<file path="config.mk">
export PLATFORM = sky130hd
export DESIGN_NAME = decode_control_seq_flat
export DESIGN_NICKNAME = d
export VERILOG_FILES = /design/src/rtl/decode_pkg.sv /design/src/rtl/decode_control_seq_if.sv /design/src/rtl/decode_control_lut.sv /design/src/rtl/decode_control_seq.sv /design/src/flat_wrapper.sv
export SDC_FILE = /design/constraint.sdc
export NUM_CORES = 1
export LEC_CHECK = 0
export CELL_PAD_IN_SITES_DETAIL_PLACEMENT = 1
export CELL_PAD_IN_SITES_GLOBAL_PLACEMENT = 1
export CORE_MARGIN = 2
export CORE_UTILIZATION = 29
export CTS_BUF_LIST = sky130_fd_sc_hd__clkbuf_4
export CTS_CLUSTER_DIAMETER = 100
export DETAILED_ROUTE_END_ITERATION = 12
export GPL_TIMING_DRIVEN = 1
export PLACE_DENSITY_LB_ADDON = 0.25
export RECOVER_POWER = 100
export SLEW_MARGIN = 20
export SYNTH_ARGS = -nofsm -noshare
export SYNTH_HDL_FRONTEND = slang
export SYNTH_SLANG_ARGS = --single-unit
</file>
<file path="constraint.sdc">
create_clock -name clk -period 1.5 [get_ports clk]
set_clock_uncertainty 0.1 [all_clocks]
set_input_delay 0.225 -clock clk [delete_from_list [all_inputs] [get_ports clk]]
set_output_delay 0.225 -clock clk [all_outputs]
set_load 0.01 [all_outputs]
</file>
<file path="src/rtl/decode_pkg.sv">
// decode_pkg: opcodes, ALU select encodings, FSM states and the control word shared by the decode unit.
//   No ports. The control word carries every registered control flag.
package decode_pkg;

    localparam int unsigned LOADI = 0;
    localparam int unsigned MOVE  = 1;
    localparam int unsigned ADD   = 2;
    localparam int unsigned SUB   = 3;
    localparam int unsigned AND   = 4;
    localparam int unsigned OR    = 5;
    localparam int unsigned JUMP  = 6;
    localparam int unsigned BEQ   = 7;
    localparam int unsigned BNE   = 11;
    localparam int unsigned SRL   = 12;
    localparam int unsigned SLL   = 13;
    localparam int unsigned SRA   = 14;
    localparam int unsigned ROR   = 15;
    localparam int unsigned LWD   = 16;
    localparam int unsigned LWI   = 17;
    localparam int unsigned SWD   = 18;
    localparam int unsigned SWI   = 19;

    localparam logic [2:0] ALU_FWD = 3'd0;
    localparam logic [2:0] ALU_ADD = 3'd1;
    localparam logic [2:0] ALU_AND = 3'd2;
    localparam logic [2:0] ALU_OR  = 3'd3;
    localparam logic [2:0] ALU_SHL = 3'd5;
    localparam logic [2:0] ALU_SRA = 3'd6;
    localparam logic [2:0] ALU_ROR = 3'd7;

    typedef enum logic [1:0] {IDLE, RUN, MEM_WAIT} state_t;

    typedef struct packed {
        logic [2:0] aluop;
        logic       is_sub;
        logic       is_imm;
        logic       we;
        logic       is_jump;
        logic       is_branch;
        logic       is_bne;
        logic       is_shl;
        logic       is_mem;
        logic       mem_read;
        logic       mem_write;
    } ctrl_t;

    // Common ALU-style word; every flag not named here is zero.
    function automatic ctrl_t alu_ctrl(input logic [2:0] aluop, input logic sub, input logic imm, input logic we);
        ctrl_t c;
        c        = '0;
        c.aluop  = aluop;
        c.is_sub = sub;
        c.is_imm = imm;
        c.we     = we;
        return c;
    endfunction

endpackage

</file>
<file path="src/rtl/decode_control_seq_if.sv">
// decode_control_seq_if: fetch/decode/datapath signal bundle for decode_control_seq.
//   master: fetch side (drives instruction, instr_valid, busywait; receives decoded fields/controls).
//   slave : decoder side (the reverse).
interface decode_control_seq_if #(
    parameter int INSTR_W    = 32,
    parameter int FIELD_W    = 8,
    parameter int REG_ADDR_W = 3,
    parameter int ALUOP_W    = 3
);
    logic [INSTR_W-1:0]    instruction;
    logic                  instr_valid;
    logic                  busywait;
    logic [REG_ADDR_W-1:0] source1;
    logic [REG_ADDR_W-1:0] source2;
    logic [REG_ADDR_W-1:0] destination;
    logic [FIELD_W-1:0]    immediate_value;
    logic [FIELD_W-1:0]    jump_value;
    logic [ALUOP_W-1:0]    alu_op;
    logic                  is_sub;
    logic                  is_immediate;
    logic                  write_enable;
    logic                  is_jump;
    logic                  is_branch;
    logic                  is_bne;
    logic                  is_shift_left;
    logic                  is_mem;
    logic                  mem_read;
    logic                  mem_write;
    logic                  illegal;
    logic                  pc_stall;
    logic                  instr_accept;

    modport master (
        output instruction, instr_valid, busywait,
        input  source1, source2, destination, immediate_value, jump_value, alu_op,
               is_sub, is_immediate, write_enable, is_jump, is_branch, is_bne,
               is_shift_left, is_mem, mem_read, mem_write, illegal, pc_stall, instr_accept
    );

    modport slave (
        input  instruction, instr_valid, busywait,
        output source1, source2, destination, immediate_value, jump_value, alu_op,
               is_sub, is_immediate, write_enable, is_jump, is_branch, is_bne,
               is_shift_left, is_mem, mem_read, mem_write, illegal, pc_stall, instr_accept
    );
endinterface

</file>
<file path="src/rtl/decode_control_lut.sv">
// decode_control_lut: combinational opcode to control-word lookup.
//   opcode  in  OPCODE_W  instruction opcode field
//   ctrl    out ctrl_t    control word (all zero for undefined opcodes)
//   illegal out 1         opcode is undefined
module decode_control_lut import decode_pkg::*; #(
    parameter int OPCODE_W = 8
) (
    input  logic [OPCODE_W-1:0] opcode,
    output ctrl_t               ctrl,
    output logic                illegal
);
    logic [31:0] op;

    always_comb begin
        op      = 32'(opcode);
        ctrl    = '0;
        illegal = 1'b0;
        case (op)
            LOADI: ctrl = alu_ctrl(ALU_FWD, 1'b0, 1'b1, 1'b1);
            MOVE:  ctrl = alu_ctrl(ALU_FWD, 1'b0, 1'b0, 1'b1);
            ADD:   ctrl = alu_ctrl(ALU_ADD, 1'b0, 1'b0, 1'b1);
            SUB:   ctrl = alu_ctrl(ALU_ADD, 1'b1, 1'b0, 1'b1);
            AND:   ctrl = alu_ctrl(ALU_AND, 1'b0, 1'b0, 1'b1);
            OR:    ctrl = alu_ctrl(ALU_OR,  1'b0, 1'b0, 1'b1);
            JUMP:  ctrl.is_jump = 1'b1;
            BEQ: begin
                ctrl           = alu_ctrl(ALU_ADD, 1'b1, 1'b0, 1'b0);
                ctrl.is_branch = 1'b1;
            end
            BNE: begin
                ctrl        = alu_ctrl(ALU_ADD, 1'b1, 1'b0, 1'b0);
                ctrl.is_bne = 1'b1;
            end
            SRL:   ctrl = alu_ctrl(ALU_SHL, 1'b0, 1'b1, 1'b1);
            SLL: begin
                ctrl        = alu_ctrl(ALU_SHL, 1'b0, 1'b1, 1'b1);
                ctrl.is_shl = 1'b1;
            end
            SRA:   ctrl = alu_ctrl(ALU_SRA, 1'b0, 1'b1, 1'b1);
            ROR:   ctrl = alu_ctrl(ALU_ROR, 1'b0, 1'b1, 1'b1);
            LWD: begin
                ctrl          = alu_ctrl(ALU_FWD, 1'b0, 1'b0, 1'b1);
                ctrl.is_mem   = 1'b1;
                ctrl.mem_read = 1'b1;
            end
            LWI: begin
                ctrl          = alu_ctrl(ALU_FWD, 1'b0, 1'b1, 1'b1);
                ctrl.is_mem   = 1'b1;
                ctrl.mem_read = 1'b1;
            end
            SWD: begin
                ctrl           = alu_ctrl(ALU_FWD, 1'b0, 1'b0, 1'b0);
                ctrl.is_mem    = 1'b1;
                ctrl.mem_write = 1'b1;
            end
            SWI: begin
                ctrl           = alu_ctrl(ALU_FWD, 1'b0, 1'b1, 1'b0);
                ctrl.is_mem    = 1'b1;
                ctrl.mem_write = 1'b1;
            end
            default: illegal = 1'b1;
        endcase
    end
endmodule

</file>
<file path="src/rtl/decode_control_seq.sv">
// decode_control_seq: registered instruction decode with valid handshake and data-memory stall FSM.
//   clk   in  rising-edge clock
//   rst_n in  asynchronous active-low reset
//   bus   slave modport of decode_control_seq_if (instruction/valid/busywait in, decoded fields and controls out)
//   instr_count, stall_count out 16 (only when DECODE_PERF_EN is defined): saturating accept / MEM_WAIT cycle counters
module decode_control_seq import decode_pkg::*; #(
    parameter int INSTR_W    = 32,
    parameter int OPCODE_W   = 8,
    parameter int FIELD_W    = 8,
    parameter int REG_ADDR_W = 3,
    parameter int ALUOP_W    = 3
) (
    input  logic                 clk,
    input  logic                 rst_n,
    decode_control_seq_if.slave  bus
`ifdef DECODE_PERF_EN
    ,
    output logic [15:0]          instr_count,
    output logic [15:0]          stall_count
`endif
);
    state_t                state, state_n;
    ctrl_t                 ctrl_d, ctrl_q;
    logic                  illegal_d, illegal_q;
    logic                  accept;
    logic [FIELD_W-1:0]    des, s1, s2;
    logic [REG_ADDR_W-1:0] dst_q, s1_q, s2_q;
    logic [FIELD_W-1:0]    imm_q, jmp_q;
    logic                  unused_s1;

    assign des       = bus.instruction[3*FIELD_W-1 -: FIELD_W];
    assign s1        = bus.instruction[2*FIELD_W-1 -: FIELD_W];
    assign s2        = bus.instruction[FIELD_W-1:0];
    // Only the register-address bits of S1 have a consumer.
    assign unused_s1 = ^s1[FIELD_W-1:REG_ADDR_W];

    decode_control_lut #(.OPCODE_W(OPCODE_W)) u_lut (
        .opcode  (bus.instruction[INSTR_W-1 -: OPCODE_W]),
        .ctrl    (ctrl_d),
        .illegal (illegal_d)
    );

    always_ff @(posedge clk or negedge rst_n)
        if (!rst_n) state <= IDLE;
        else        state <= state_n;

    always_comb begin
        accept           = bus.instr_valid && state != MEM_WAIT;
        state_n          = state == MEM_WAIT ? (bus.busywait ? MEM_WAIT : IDLE)
                         : !accept           ? IDLE
                         : ctrl_d.is_mem     ? MEM_WAIT : RUN;
        bus.instr_accept = accept;
        bus.pc_stall     = state == MEM_WAIT || state_n == MEM_WAIT;
    end

    // Fields survive the drop to IDLE; controls do not. Completing a memory
    // op retires only the memory/write-back flags, the rest are held.
    always_ff @(posedge clk or negedge rst_n)
        if (!rst_n) begin
            ctrl_q    <= '0;
            illegal_q <= 1'b0;
            dst_q     <= '0;
            s1_q      <= '0;
            s2_q      <= '0;
            imm_q     <= '0;
            jmp_q     <= '0;
        end else if (accept) begin
            ctrl_q    <= ctrl_d;
            illegal_q <= illegal_d;
            dst_q     <= des[REG_ADDR_W-1:0];
            s1_q      <= s1[REG_ADDR_W-1:0];
            s2_q      <= s2[REG_ADDR_W-1:0];
            imm_q     <= s2;
            jmp_q     <= des;
        end else if (state == MEM_WAIT) begin
            if (!bus.busywait) begin
                ctrl_q.mem_read  <= 1'b0;
                ctrl_q.mem_write <= 1'b0;
                ctrl_q.is_mem    <= 1'b0;
                ctrl_q.we        <= 1'b0;
            end
        end else begin
            ctrl_q    <= '0;
            illegal_q <= 1'b0;
        end

    assign bus.destination     = dst_q;
    assign bus.source1         = s1_q;
    assign bus.source2         = s2_q;
    assign bus.immediate_value = imm_q;
    assign bus.jump_value      = jmp_q;
    assign bus.alu_op          = ALUOP_W'(ctrl_q.aluop);
    assign bus.is_sub          = ctrl_q.is_sub;
    assign bus.is_immediate    = ctrl_q.is_imm;
    assign bus.write_enable    = ctrl_q.we;
    assign bus.is_jump         = ctrl_q.is_jump;
    assign bus.is_branch       = ctrl_q.is_branch;
    assign bus.is_bne          = ctrl_q.is_bne;
    assign bus.is_shift_left   = ctrl_q.is_shl;
    assign bus.is_mem          = ctrl_q.is_mem;
    assign bus.mem_read        = ctrl_q.mem_read;
    assign bus.mem_write       = ctrl_q.mem_write;
    assign bus.illegal         = illegal_q;

`ifdef DECODE_PERF_EN
    always_ff @(posedge clk or negedge rst_n)
        if (!rst_n) begin
            instr_count <= '0;
            stall_count <= '0;
        end else begin
            if (accept && instr_count != 16'hFFFF) instr_count <= instr_count + 16'd1;
            if (state == MEM_WAIT && stall_count != 16'hFFFF) stall_count <= stall_count + 16'd1;
        end
`endif
endmodule

</file>
<file path="src/flat_wrapper.sv">
// flat-port wrapper written by rule: the top's interface ports become plain ports
module decode_control_seq_flat import decode_pkg::*;
#(
    parameter int INSTR_W    = 32,
    parameter int OPCODE_W   = 8,
    parameter int FIELD_W    = 8,
    parameter int REG_ADDR_W = 3,
    parameter int ALUOP_W    = 3
)
  (clk, rst_n, bus_instruction, bus_instr_valid, bus_busywait, bus_source1, bus_source2, bus_destination, bus_immediate_value, bus_jump_value, bus_alu_op, bus_is_sub, bus_is_immediate, bus_write_enable, bus_is_jump, bus_is_branch, bus_is_bne, bus_is_shift_left, bus_is_mem, bus_mem_read, bus_mem_write, bus_illegal, bus_pc_stall, bus_instr_accept);
  decode_control_seq_if #(.INSTR_W(INSTR_W), .FIELD_W(FIELD_W), .REG_ADDR_W(REG_ADDR_W), .ALUOP_W(ALUOP_W)) bus_i ();
  input  logic clk;
  input  logic rst_n;
  input wire logic [$bits(bus_i.instruction)-1:0] bus_instruction;
  input wire logic [$bits(bus_i.instr_valid)-1:0] bus_instr_valid;
  input wire logic [$bits(bus_i.busywait)-1:0] bus_busywait;
  output wire logic [$bits(bus_i.source1)-1:0] bus_source1;
  output wire logic [$bits(bus_i.source2)-1:0] bus_source2;
  output wire logic [$bits(bus_i.destination)-1:0] bus_destination;
  output wire logic [$bits(bus_i.immediate_value)-1:0] bus_immediate_value;
  output wire logic [$bits(bus_i.jump_value)-1:0] bus_jump_value;
  output wire logic [$bits(bus_i.alu_op)-1:0] bus_alu_op;
  output wire logic [$bits(bus_i.is_sub)-1:0] bus_is_sub;
  output wire logic [$bits(bus_i.is_immediate)-1:0] bus_is_immediate;
  output wire logic [$bits(bus_i.write_enable)-1:0] bus_write_enable;
  output wire logic [$bits(bus_i.is_jump)-1:0] bus_is_jump;
  output wire logic [$bits(bus_i.is_branch)-1:0] bus_is_branch;
  output wire logic [$bits(bus_i.is_bne)-1:0] bus_is_bne;
  output wire logic [$bits(bus_i.is_shift_left)-1:0] bus_is_shift_left;
  output wire logic [$bits(bus_i.is_mem)-1:0] bus_is_mem;
  output wire logic [$bits(bus_i.mem_read)-1:0] bus_mem_read;
  output wire logic [$bits(bus_i.mem_write)-1:0] bus_mem_write;
  output wire logic [$bits(bus_i.illegal)-1:0] bus_illegal;
  output wire logic [$bits(bus_i.pc_stall)-1:0] bus_pc_stall;
  output wire logic [$bits(bus_i.instr_accept)-1:0] bus_instr_accept;
  assign bus_i.instruction = bus_instruction;
  assign bus_i.instr_valid = bus_instr_valid;
  assign bus_i.busywait = bus_busywait;
  assign bus_source1 = bus_i.source1;
  assign bus_source2 = bus_i.source2;
  assign bus_destination = bus_i.destination;
  assign bus_immediate_value = bus_i.immediate_value;
  assign bus_jump_value = bus_i.jump_value;
  assign bus_alu_op = bus_i.alu_op;
  assign bus_is_sub = bus_i.is_sub;
  assign bus_is_immediate = bus_i.is_immediate;
  assign bus_write_enable = bus_i.write_enable;
  assign bus_is_jump = bus_i.is_jump;
  assign bus_is_branch = bus_i.is_branch;
  assign bus_is_bne = bus_i.is_bne;
  assign bus_is_shift_left = bus_i.is_shift_left;
  assign bus_is_mem = bus_i.is_mem;
  assign bus_mem_read = bus_i.mem_read;
  assign bus_mem_write = bus_i.mem_write;
  assign bus_illegal = bus_i.illegal;
  assign bus_pc_stall = bus_i.pc_stall;
  assign bus_instr_accept = bus_i.instr_accept;
  decode_control_seq #(.INSTR_W(INSTR_W), .OPCODE_W(OPCODE_W), .FIELD_W(FIELD_W), .REG_ADDR_W(REG_ADDR_W), .ALUOP_W(ALUOP_W)) u_core (.clk(clk), .rst_n(rst_n), .bus(bus_i));
endmodule
</file>
Word-level counts from Yosys, hierarchy flattened --
Cells that the tools add are included.
Operators by class: equal/unequal tests 21, reduce and logical (&&, ||, !) cells 10, muxes and demuxes 17
Operators by type and width (number):
- $pmux W6 S11 | 1
- $eq A8 B4 Y1 const B | 5
- $eq A8 B3 Y1 const B | 4
- $eq A8 B5 Y1 const B | 4
- $pmux W6 S5 | 1
- $reduce_or A17 Y1 | 1
- $eq A8 B2 Y1 const B | 2
- $mux W13 | 1
- $reduce_or A2 Y1 | 6
- $eq A8 B1 Y1 const B | 1
- $logic_not A8 Y1 | 1
- $mux W2 | 4
- $mux W1 | 6
- $mux W3 | 2
- $mux W5 | 1
- $eq A2 B2 Y1 const B | 2
- $mux W4 | 1
- $ne A2 B2 Y1 const B | 2
- $ne A3 B3 Y1 const B | 1
- $logic_and A1 B1 Y1 | 1
- $logic_or A1 B1 Y1 | 1
Storage, ports and cells: word-level logic and storage cells 66, register bits 41, output and inout port bits 41, input port bits 36

Longest topological paths before layout --
word-level depth 8, mapped depth 6

Modules after synthesis --
Synthesis repeated with hierarchy kept, for this count alone.
Unflattened totals: cells, all modules 146, area total of the unflattened synthesis 1695.4 µm²
By module, submodules not included:
- decode_control_seq | area an instance 1467.7 µm², cells each 113, instances 1
- decode_control_lut | area an instance 227.7 µm², cells each 33, instances 1

Worst setup path after synthesis --
No wires, ideal clock.
path kind flip-flop to flip-flop, start register u_core.state[0], end register u_core.ctrl_q, in the netlist u_core.bus.write_enable, stages on the path, launching flop included 6, library setup time 0.127 ns, setup slack 0.192 ns, arrival time 1.081 ns, period minus slack after synthesis 1.308 ns, cell sequence dfrtp_1 nand2b_1 and3_1 buf_6 a21bo_1 o211ai_2
On the way: longest elaborated chain between the ends 3, elaborated cells on any way between the ends 6, those cells by class 3 x eq/ne; 2 x mux; 1 x reduce/logical
RTL lines:
- start: declaration | line decode_control_seq.sv:22 | state_t state, state_n;
- start signal: assignment | line decode_control_seq.sv:45 | else state <= state_n;
- $ne A2 B2 Y1 / $eq A2 B2 Y1 (equally long branches) | line decode_control_seq.sv:48, decode_control_seq.sv:75
- $logic_and A1 B1 Y1 / $mux W1 (equally long branches) | line decode_control_seq.sv:48, decode_control_seq.sv:75
- $ne A3 B3 Y1 (no source line) / $mux W13 (equally long branches)
- end signal: assignment | line decode_control_seq.sv:68 | ctrl_q <= ctrl_d;
- end: declaration | line decode_control_seq.sv:23 | ctrl_t ctrl_d, ctrl_q;
Parallel ways exist; a longest one is shown, timed or not. A chain may end at the register's enable or synchronous reset.

Final worst setup path --
start register u_core.state[1], end output port bus_pc_stall
On the way: longest elaborated chain between the ends 6, elaborated cells on any way between the ends 7, those cells by class 3 x eq/ne; 2 x mux; 2 x reduce/logical
RTL lines:
- $ne A2 B2 Y1 | line decode_control_seq.sv:48 | accept = bus.instr_valid && state != MEM_WAIT;
- $logic_and A1 B1 Y1 | line decode_control_seq.sv:48
- $mux W2 | line decode_control_seq.sv:50 | : !accept ? IDLE
- $mux W2 | line decode_control_seq.sv:49 | state_n = state == MEM_WAIT ? (bus.busywait ? MEM_WAIT : IDLE)
- $eq A2 B2 Y1 | line decode_control_seq.sv:53 | bus.pc_stall = state == MEM_WAIT || state_n == MEM_WAIT;
- $logic_or A1 B1 Y1 (*) | line decode_control_seq.sv:53
- end: declaration | line flat_wrapper.sv:34 | output wire logic [$bits(bus_i.pc_stall)-1:0] bus_pc_stall;
Mark *: on every way between the ends. The rest lies on a longest branch, timed or not.

==> flow_summary.ini <==
[finish]
regArea_um2 = 875.8
num-fill-cells = 627
final_area_um2 = 2531
syn_to_final_growth_pct = 63.94
nets = 298
multi_input_comb_area_um2 = 604.3
n_antenna_cell = 0
final_common_cell = nand2_1
final_cells = 333
drive_gt1_share_pct = 19.77
layout_common_cells = nand2_1 (71), dlygate4sd2_1 (39), dfrtp_1 (35)

[clock_tree]
cts.sinks = 35
cts_tree = yes
path_clk_slew_ns = 0.11
clkLatencyLatePin_ns = 0.34
numCtsBuffers = 5
clockRootBuffer = clkbuf_4
h-tree-depth = 2
clockBufferDepth = 2

[logic_synthesis]
synth_top_family_by_area = simple AND/OR/NAND/NOR gates
ys_warn_count = 0
syn-num-nets = 204
synth-edff-count = 0
muxShareOfSynthArea_pct = 0
ys_types = 31
yosysSeqAreaShare_pct = 56.73
synthXorXnorAreaFrac_pct = 0.5673
synthesis.area_um2 = 1544
synth_compound_area_share_pct = 8.914
synth-main-ff-cell = dfrtp_1
avgSynthCellArea_um2 = 9.190
ys_ff_latch = 35
synthArstFlopShare_pct = 100.0
yosys.area_share.simple_pct = 27.55
postSynthCellCount = 168
synthAdderAreaFrac_pct = 0

[worst_setup_path]
reg2regPathDepth = 6
startpoint = u_core.state[1]$_DFF_PN0_
r2r_end = u_core.bus.alu_op[1]$_DFFE_PN0P_
cp-end-kind = primary output
cp.arrival_ns = 1.31
endpoint = bus_pc_stall
r2r_slack_ns = 0
cp_max_fo = 3
path_class = flip-flop to primary output
crit_required_ns = 1.17
critPathLaunchType = flip-flop
timing.rr.start = u_core.state[0]$_DFF_PN0_

[detailed_routing]
wl_per_cell_um = 13.91
drc = 0
drtAntennaViolNets = 0
wl_um = 4633
vias_per_cell = 4.556
drtIter0Drc = 32
vias = 1517
drtPass1Iterations = 4

[timing]
relSlewSlack_pct = 65.77
finalHoldViolCount = 0
period_share_pct = 109.1
timing.fmax_mhz = 611.2
tightest_slew_ns = 0.5134
final.setup.tns_ns = -0.2870
finalSetupViolCount = 6
min_period_ns = 1.636
grt_setup_unrepaired = true
drv_slew = 0
setup_ws_ns = -0.1360

[floorplan]
rows = 26
fp.dieW_um = 76.97
fp.dieH_um = 76.97
die-area_um2 = 5924
design.core.area_um2 = 5107
start_util_pct = 30.23
io_pins = 77

[power]
design_power_total_mw = 1.956
ir_worst_vdd_mv = 0.3629
p_per_area_nw_per_um2 = 772.7
p_leak_nw = 1.347

[grt]
grt_pass1_wl_um = 7900
antenna_found_initial = 0
grt_max_degree = 21
grt_pass1_vias = 1590
grtUsageTotal_pct = 16.94
grt_overflow = 0

[run]
cap_violations = 0

[place]
io_buffers = 71
place_inst = 317
dp_hpwl_um = 3452
place_ws_ns = -0.5225
gp_congestion = 0.7893
dpl-instance-area_um2 = 2434

[outcome]
violations = setup timing
status = complete, but fails checks

[hold_path]
hp-class = input port to async pin
[registers in the layout, indices dropped and copies added, names as in the netlist, 2 cells and up]
name                        flops
u_core.bus.alu_op               3
u_core.bus.jump_value           6
u_core.bus.destination          2
u_core.bus.immediate_value      8
u_core.bus.source1              3
u_core.state                    2
[worst min path at each step]
| stage | cells past startpoint | endpoint | slack [ns] |
|---|---|---|---|
| after detailed placement | 1 | u_core.bus.immediate_value[3]$_DFFE_PN0P_ | 0.08 |
| after global routing | 2 | u_core.bus.destination[0]$_DFFE_PN0P_ | 0.27 |
| after CTS | 2 | u_core.bus.is_immediate$_DFFE_PN0P_ | 0.26 |
| final | 2 | u_core.bus.is_shift_left$_DFFE_PN0P_ | 0.25 |
| after global placement | 1 | u_core.bus.destination[0]$_DFFE_PN0P_ | 0.09 |
| after floorplan | 0 | u_core.bus.alu_op[0]$_DFFE_PN0P_ | -0.17 |
[routing by layer]
metal | GRT usage [%] | routed length (µm)
met1 | 21.35 | 2026
met2 | 28.42 | 2279
met3 | 4.471 | 269
met4 | 5.091 | 59
met5 | 0 | 0
[cell families after synthesis]
family | count (synthesis)
AND/OR/NAND/NOR | 95
flip-flops | 35
AO/OA/AOI/OAI | 20
buffers and inverters | 17
XOR/XNOR | 1
[metrics by stage]
stage          util (%)  hold slack (ns)
4_1_cts           48.87           0.2553
3_5_place_dp      47.65          0.08434
5_1_grt           49.56           0.2700
6_report          49.56           0.2536
2_1_floorplan         -          -0.1706
3_3_place_gp      47.65          0.08590
[cells in the mapped netlist (2+ instances only)]
master	instances	share of area, %
a32o_1	2	1.3
dfrtp_1	35	57
nand3_1	8	2.6
o21ai_0	8	2.6
nand2b_1	2	0.81
a21oi_1	2	0.65
nand2_1	72	18
clkbuf_1	6	1.5
nor2_1	2	0.49
buf_4	6	2.9
a22o_1	3	1.7
inv_1	2	0.49
buf_2	2	0.65
[power by group]
| part | total (mW) | switching [mW] | internal [mW] |
|---|---|---|---|
| Clock | 0.535 | 0.316 | 0.219 |
| Combinational | 0.399 | 0.191 | 0.209 |
| Sequential | 1.02 | 0.0276 | 0.994 |
[final cells by class]
cell class	instances	share of cell area [%]
clock buffers	7	2.076
clock inverters	1	0.1977
inverters	2	0.2966
multi-input cells	116	23.88
flip-flops and latches	35	34.60
well taps	70	3.460
repair buffers	102	35.49
[timing repair]
| item | in CTS | in global routing |
|---|---|---|
| resized for setup | 55 | 7 |
| pin swaps | 3 | 6 |
| endpoints found under the hold margin | 15 | 0 |
| gates cloned | 0 | 0 |
| buffers inserted | 5 | 4 |
| setup endpoints to repair | 56 | 10 |
| hold buffers | 1 | 0 |
[critical path: stages (launching register included)]
cell	delay, ns
dfrtp_1	0.42
nand2b_4	0.09
nand2_2	0.06
inv_2	0.07
nand4_1	0.12
nand2_1	0.08
buf_2	0.13
(Power assumes the default switching activity.)
==> RTL edit 1 (same settings) <==
Encoding of `state_t`: now one-hot (3 bits for 3 states).
--- a/src/rtl/decode_pkg.sv
+++ b/src/rtl/decode_pkg.sv
@@ -28,7 +28,7 @@
     localparam logic [2:0] ALU_SRA = 3'd6;
     localparam logic [2:0] ALU_ROR = 3'd7;
 
-    typedef enum logic [1:0] {IDLE, RUN, MEM_WAIT} state_t;
+    typedef enum logic [2:0] {IDLE = 3'b001, RUN = 3'b010, MEM_WAIT = 3'b100} state_t;
 
     typedef struct packed {
         logic [2:0] aluop;
Behaviour: no difference found for any inputs over 10 cycles, from zero or initial values and one cycle with rst_n low; not proved beyond that.
==> RTL edit 1 against the original RTL <==
- the flow still finishes with violations (negative setup slack)
- die area is 2.5% higher
- sequential cell count is 1 higher
- utilization grew 4.9 points
- wire length up 17%
- power rose by 6.4%
- synthesized area rose by 2.7%
- synthesized cell count up 4.2%
- cell area is 12% higher
- setup slack lost 0.28 ns
- via count is 7.4% higher
- critical path type unchanged
- critical endpoint unchanged
==> RTL edit 1: results (changes against the original RTL) <==
- CP Max Fanout: 2 (was 3)
- Ant diodes: 0 (unchanged)
- Max VDD drop: 310 uV (was 363 uV)
- Total wire length: 5.43 mm (was 4.63 mm)
- Longest Clk Path Bufs: 2 (unchanged)
- Drt first pass iters: 4 (unchanged)
- DP Area: 2500 um^2 (was 2430 um^2)
- Worst Slack Setup Final: -0.413 ns (was -0.136 ns)
- Worst-margin pin slew: 0.955 ns (was 0.513 ns)
- Gr usage total: 19.0% (was 16.9%)
- GPL Wtd Cong: 0.799 (was 0.789)
- Post-Layout Cell Count: 348 (was 333)
- Delay-heaviest family, CP: simple AND/OR/NAND/NOR gates (was flip-flops)
- Reg clk slew, reported paths: about 0.12 ns
- Worst hold margin: 0.298 ns (was 0.254 ns)
- Final setup fails: 32 (was 6)
- GR Util met1: 21.5% (was 21.3%)
- FFs w/ async S/R, synth: 100% (unchanged)
- Layout cells sized above 1: 25.5% (was 19.8%)
- Crit path largest cell delay: just over 0.4 ns
- Failing checks: negative setup slack (unchanged)
- Most instantiated cells after synthesis: nand2_1, dfrtp_1, o21ai_0 (was nand2_1, dfrtp_1, nand3_1, o21ai_0)
- Mapped Nets: 211 (was 204)
- Hpwl dp: 3.67 mm (was 3.45 mm)
- Worst R2R Setup Slack: -0.26 ns (was 0 ns)
- First-pass GRT wire length: 8.83 mm (was 7.90 mm)
- WL met1: 2.27 mm (was 2.03 mm)
- Initial drt markers: 26 (was 32)
- Sequential area share after synthesis: 56.9% (was 56.7%)
- Met3 wire length: 267 um (was 269 um)
- Mapped Cells: 175 (was 168)
- Cell Count Post-Placement: 326 (was 317)
- M2 GR Usage: 34.7% (was 28.4%)
- Vias per inst: 4.68 (was 4.56)
- DR top layer: met4 (unchanged)
- Setup WS pre-CTS: -0.554 ns (was -0.522 ns)
- Worst r2r src: u_core.state[1] (was u_core.state[0])
- Synth cell types: 31 (unchanged)
- # fillers: 617 (was 627)
- Yosys warns: 0 (unchanged)
- Sink of the worst hold path: u_core.bus.source1[1]
- Met2 Wirelength: 2.81 mm (was 2.28 mm)
- Nets: 313 (was 298)
- Hold/Removal Path Class: in2reg (was in2async)
- Outcome: finished with violations (unchanged)
- Critical path arrival: 1.59 ns (was 1.31 ns)
- Number of global-route vias before repair: 1795 (was 1590)
- Pleak: 0.00146 uW (was 0.00135 uW)
- Synth area leaders: dfrtp_1, nand2_1, o21ai_0 (was dfrtp_1, nand2_1, buf_4)
- Grt met3 use: 5.23% (was 4.47%)
- Sum Neg Setup Slack: -4.00 ns (was -0.287 ns)
- Worst reg2reg path endpoint: u_core.bus.alu_op[1] (unchanged)
- R2R depth: 7 (was 6)
[RTL edit 1: cell types whose count changed in the layout (fill, tap and decap cells not counted), moves of 3 or more]
cell | before | now
nand3_1 | 8 | 2
nand2_1 | 71 | 59
buf_12 | 0 | 4
nand2_2 | 1 | 7
o21ai_1 | 1 | 5
a21oi_1 | 2 | 5
nand2_4 | 0 | 5
buf_4 | 27 | 24
o21ai_0 | 7 | 4
nand2b_1 | 1 | 4
[RTL edit 1: power by group]
group	internal, uW	switching, uW	leakage [uW]
registers	1020	30.6	0.000461
logic	276	223	0.000973
clock network	192	336	0.0000307
[RTL edit 1: cells by family after synthesis]
logic type | share of synthesized area (%)
buf+inv | 6.08
compound gates | 9.79
simple gates | 27.2
flops | 56.9
[RTL edit 1: layout make-up]
cell class,count,area (um^2),share of cell area (%)
clock buffer,6,45.0,1.59
sequential,36,902,31.8
inverter,3,13.8,0.485
multi-input combinational,120,673,23.7
clock inverter,2,7.51,0.265
tap,70,87.6,3.09
timing repair buffer,111,1110,39.0
[RTL edit 1: worst max-delay path by stage]
| stage | startpoint | to | slack, ns |
|---|---|---|---|
| after floorplan | u_core.state[0] | u_core.bus.alu_op[1] | 0.0002 |
| after global placement | bus_instruction[29] | bus_pc_stall | -0.49 |
| after detailed placement | bus_instruction[29] | bus_pc_stall | -0.55 |
| after CTS | u_core.state[1] | bus_pc_stall | -0.42 |
| after global routing | u_core.state[1] | bus_pc_stall | -0.50 |
| final | u_core.state[1] | bus_pc_stall | -0.41 |
[RTL edit 1: repair_timing]
item	CTS	global route
gates cloned	2	2
endpoints found under the hold margin	16	0
setup buffers	14	3
resized for setup	75	24
endpoints found under the setup margin	66	37
hold buffers	1	0
pin swaps	11	15
==> RTL edit 2 (same flow settings) <==
Made on the original files. `FIELD_W` is set to 8 in 3 places; all go to 7.
--- a/src/rtl/decode_control_seq_if.sv
+++ b/src/rtl/decode_control_seq_if.sv
@@ -3,7 +3,7 @@
 //   slave : decoder side (the reverse).
 interface decode_control_seq_if #(
     parameter int INSTR_W    = 32,
-    parameter int FIELD_W    = 8,
+    parameter int FIELD_W    = 7,
     parameter int REG_ADDR_W = 3,
     parameter int ALUOP_W    = 3
 );
--- a/src/rtl/decode_control_seq.sv
+++ b/src/rtl/decode_control_seq.sv
@@ -6,7 +6,7 @@
 module decode_control_seq import decode_pkg::*; #(
     parameter int INSTR_W    = 32,
     parameter int OPCODE_W   = 8,
-    parameter int FIELD_W    = 8,
+    parameter int FIELD_W    = 7,
     parameter int REG_ADDR_W = 3,
     parameter int ALUOP_W    = 3
 ) (
--- a/src/flat_wrapper.sv
+++ b/src/flat_wrapper.sv
@@ -3,7 +3,7 @@
 #(
     parameter int INSTR_W    = 32,
     parameter int OPCODE_W   = 8,
-    parameter int FIELD_W    = 8,
+    parameter int FIELD_W    = 7,
     parameter int REG_ADDR_W = 3,
     parameter int ALUOP_W    = 3
 )
Interface: changed (resized bus_immediate_value and bus_jump_value); port bits go from 77 to 75. The function was not compared with the original's and may differ.
==> RTL edit 2 against the original RTL <==
- critical path depth down 3
- setup slack better by 0.15 ns
- wire length down 8.5%
- cell area decreased by 3.7%
- sequential share of layout area shrank 0.74 points
- power decreased by 4.5%
- die area grew 2.4%
- first-iteration DRC count down 16%
- synthesized area grew 2.5%
- sequential cell count is 2 lower
- critical endpoint is now bus_instr_accept
- largest cell class unchanged
- largest power group unchanged
==> RTL edit 2: results (changes against the original RTL) <==
- Nonclk inv count: 1 (was 2)
- Outcome: finished clean (was finished with violations)
- Switch Pwr: 508 uW (was 534 uW)
- Xor and xnor area share after synthesis: 0.553% (was 0.567%)
- Number of global-route vias before repair: 1385 (was 1590)
- Fmax: 675 MHz (was 611 MHz)
- # port buffers: 67 (was 71)
- Routed vias: 1283 (was 1517)
- Sequential portion of the cell area: 33.9% (was 34.6%)
- Hpwl dp: 3.28 mm (was 3.45 mm)
- Buffer share of cell area: 34.0% (was 35.5%)
- GPL Wtd Cong: 0.861 (was 0.789)
- Mapped Nets: 159 (was 204)
- Nets: 244 (was 298)
- CP Capture Point: bus_instr_accept (was bus_pc_stall)
- Sequential area share after synthesis: 52.2% (was 56.7%)
- Seq cells: 33 (was 35)
- Buffers excl. clock: 93 (was 102)
- Max reg flops: 7 (was 8)
- Footprint of the multi-input gates: 638 um^2 (was 604 um^2)
- Worst-margin pin slew: 0.822 ns (was 0.513 ns)
- Worst reg2reg path endpoint: u_core.bus.immediate_value[1] (was u_core.bus.alu_op[1])
- Critical path arrival: 1.16 ns (was 1.31 ns)
- Setup bufs post-CTS: 3 (was 5)
- Post_cts resized: 52 (was 55)
- Pleak: 0.00122 uW (was 0.00135 uW)
- Crit path largest cell delay: 0.39 ns (was 0.42 ns)
- Largest net degree at the start of global routing: 34 (was 21)
-- RTL edit 2: cell types whose count changed after synthesis, sizes merged, moves of 3 or more --
cell    delta
mux2      +17
a22o       -3
o41ai      +3
and2       +3
nand2     -60
buf        +3
clkbuf     -3
o31ai      +3
-- RTL edit 2: metrics by stage --
| step | instance area [um^2] | util (%) | setup TNS [ns] |
|---|---|---|---|
| detailed placement | 2420 | 46.8 | -10.88 |
| global route | 2440 | 47.1 | -0.0243 |
| finish | 2440 | 47.1 | 0 |
| CTS | 2460 | 47.6 | -0.108 |
| floorplan | 1580 | - | 0 |
| global placement | 2420 | 46.8 | -8.81 |
-- RTL edit 2: worst register-to-register path: stages, from the launching register on --
cell	delay, ns
dfrtp_1	0.36
nand2b_4	0.13
and2_4	0.16
buf_6	0.20
mux2_1	0.35
-- RTL edit 2: metal layers --
metal  global-route usage (%)  vias up  routed length, um
li1                         -      611                  -
met1                     17.5      620               1770
met2                     25.0       47               2190
met3                     3.37        5                251
met4                     3.75        0                 31
met5                        0        -                  0
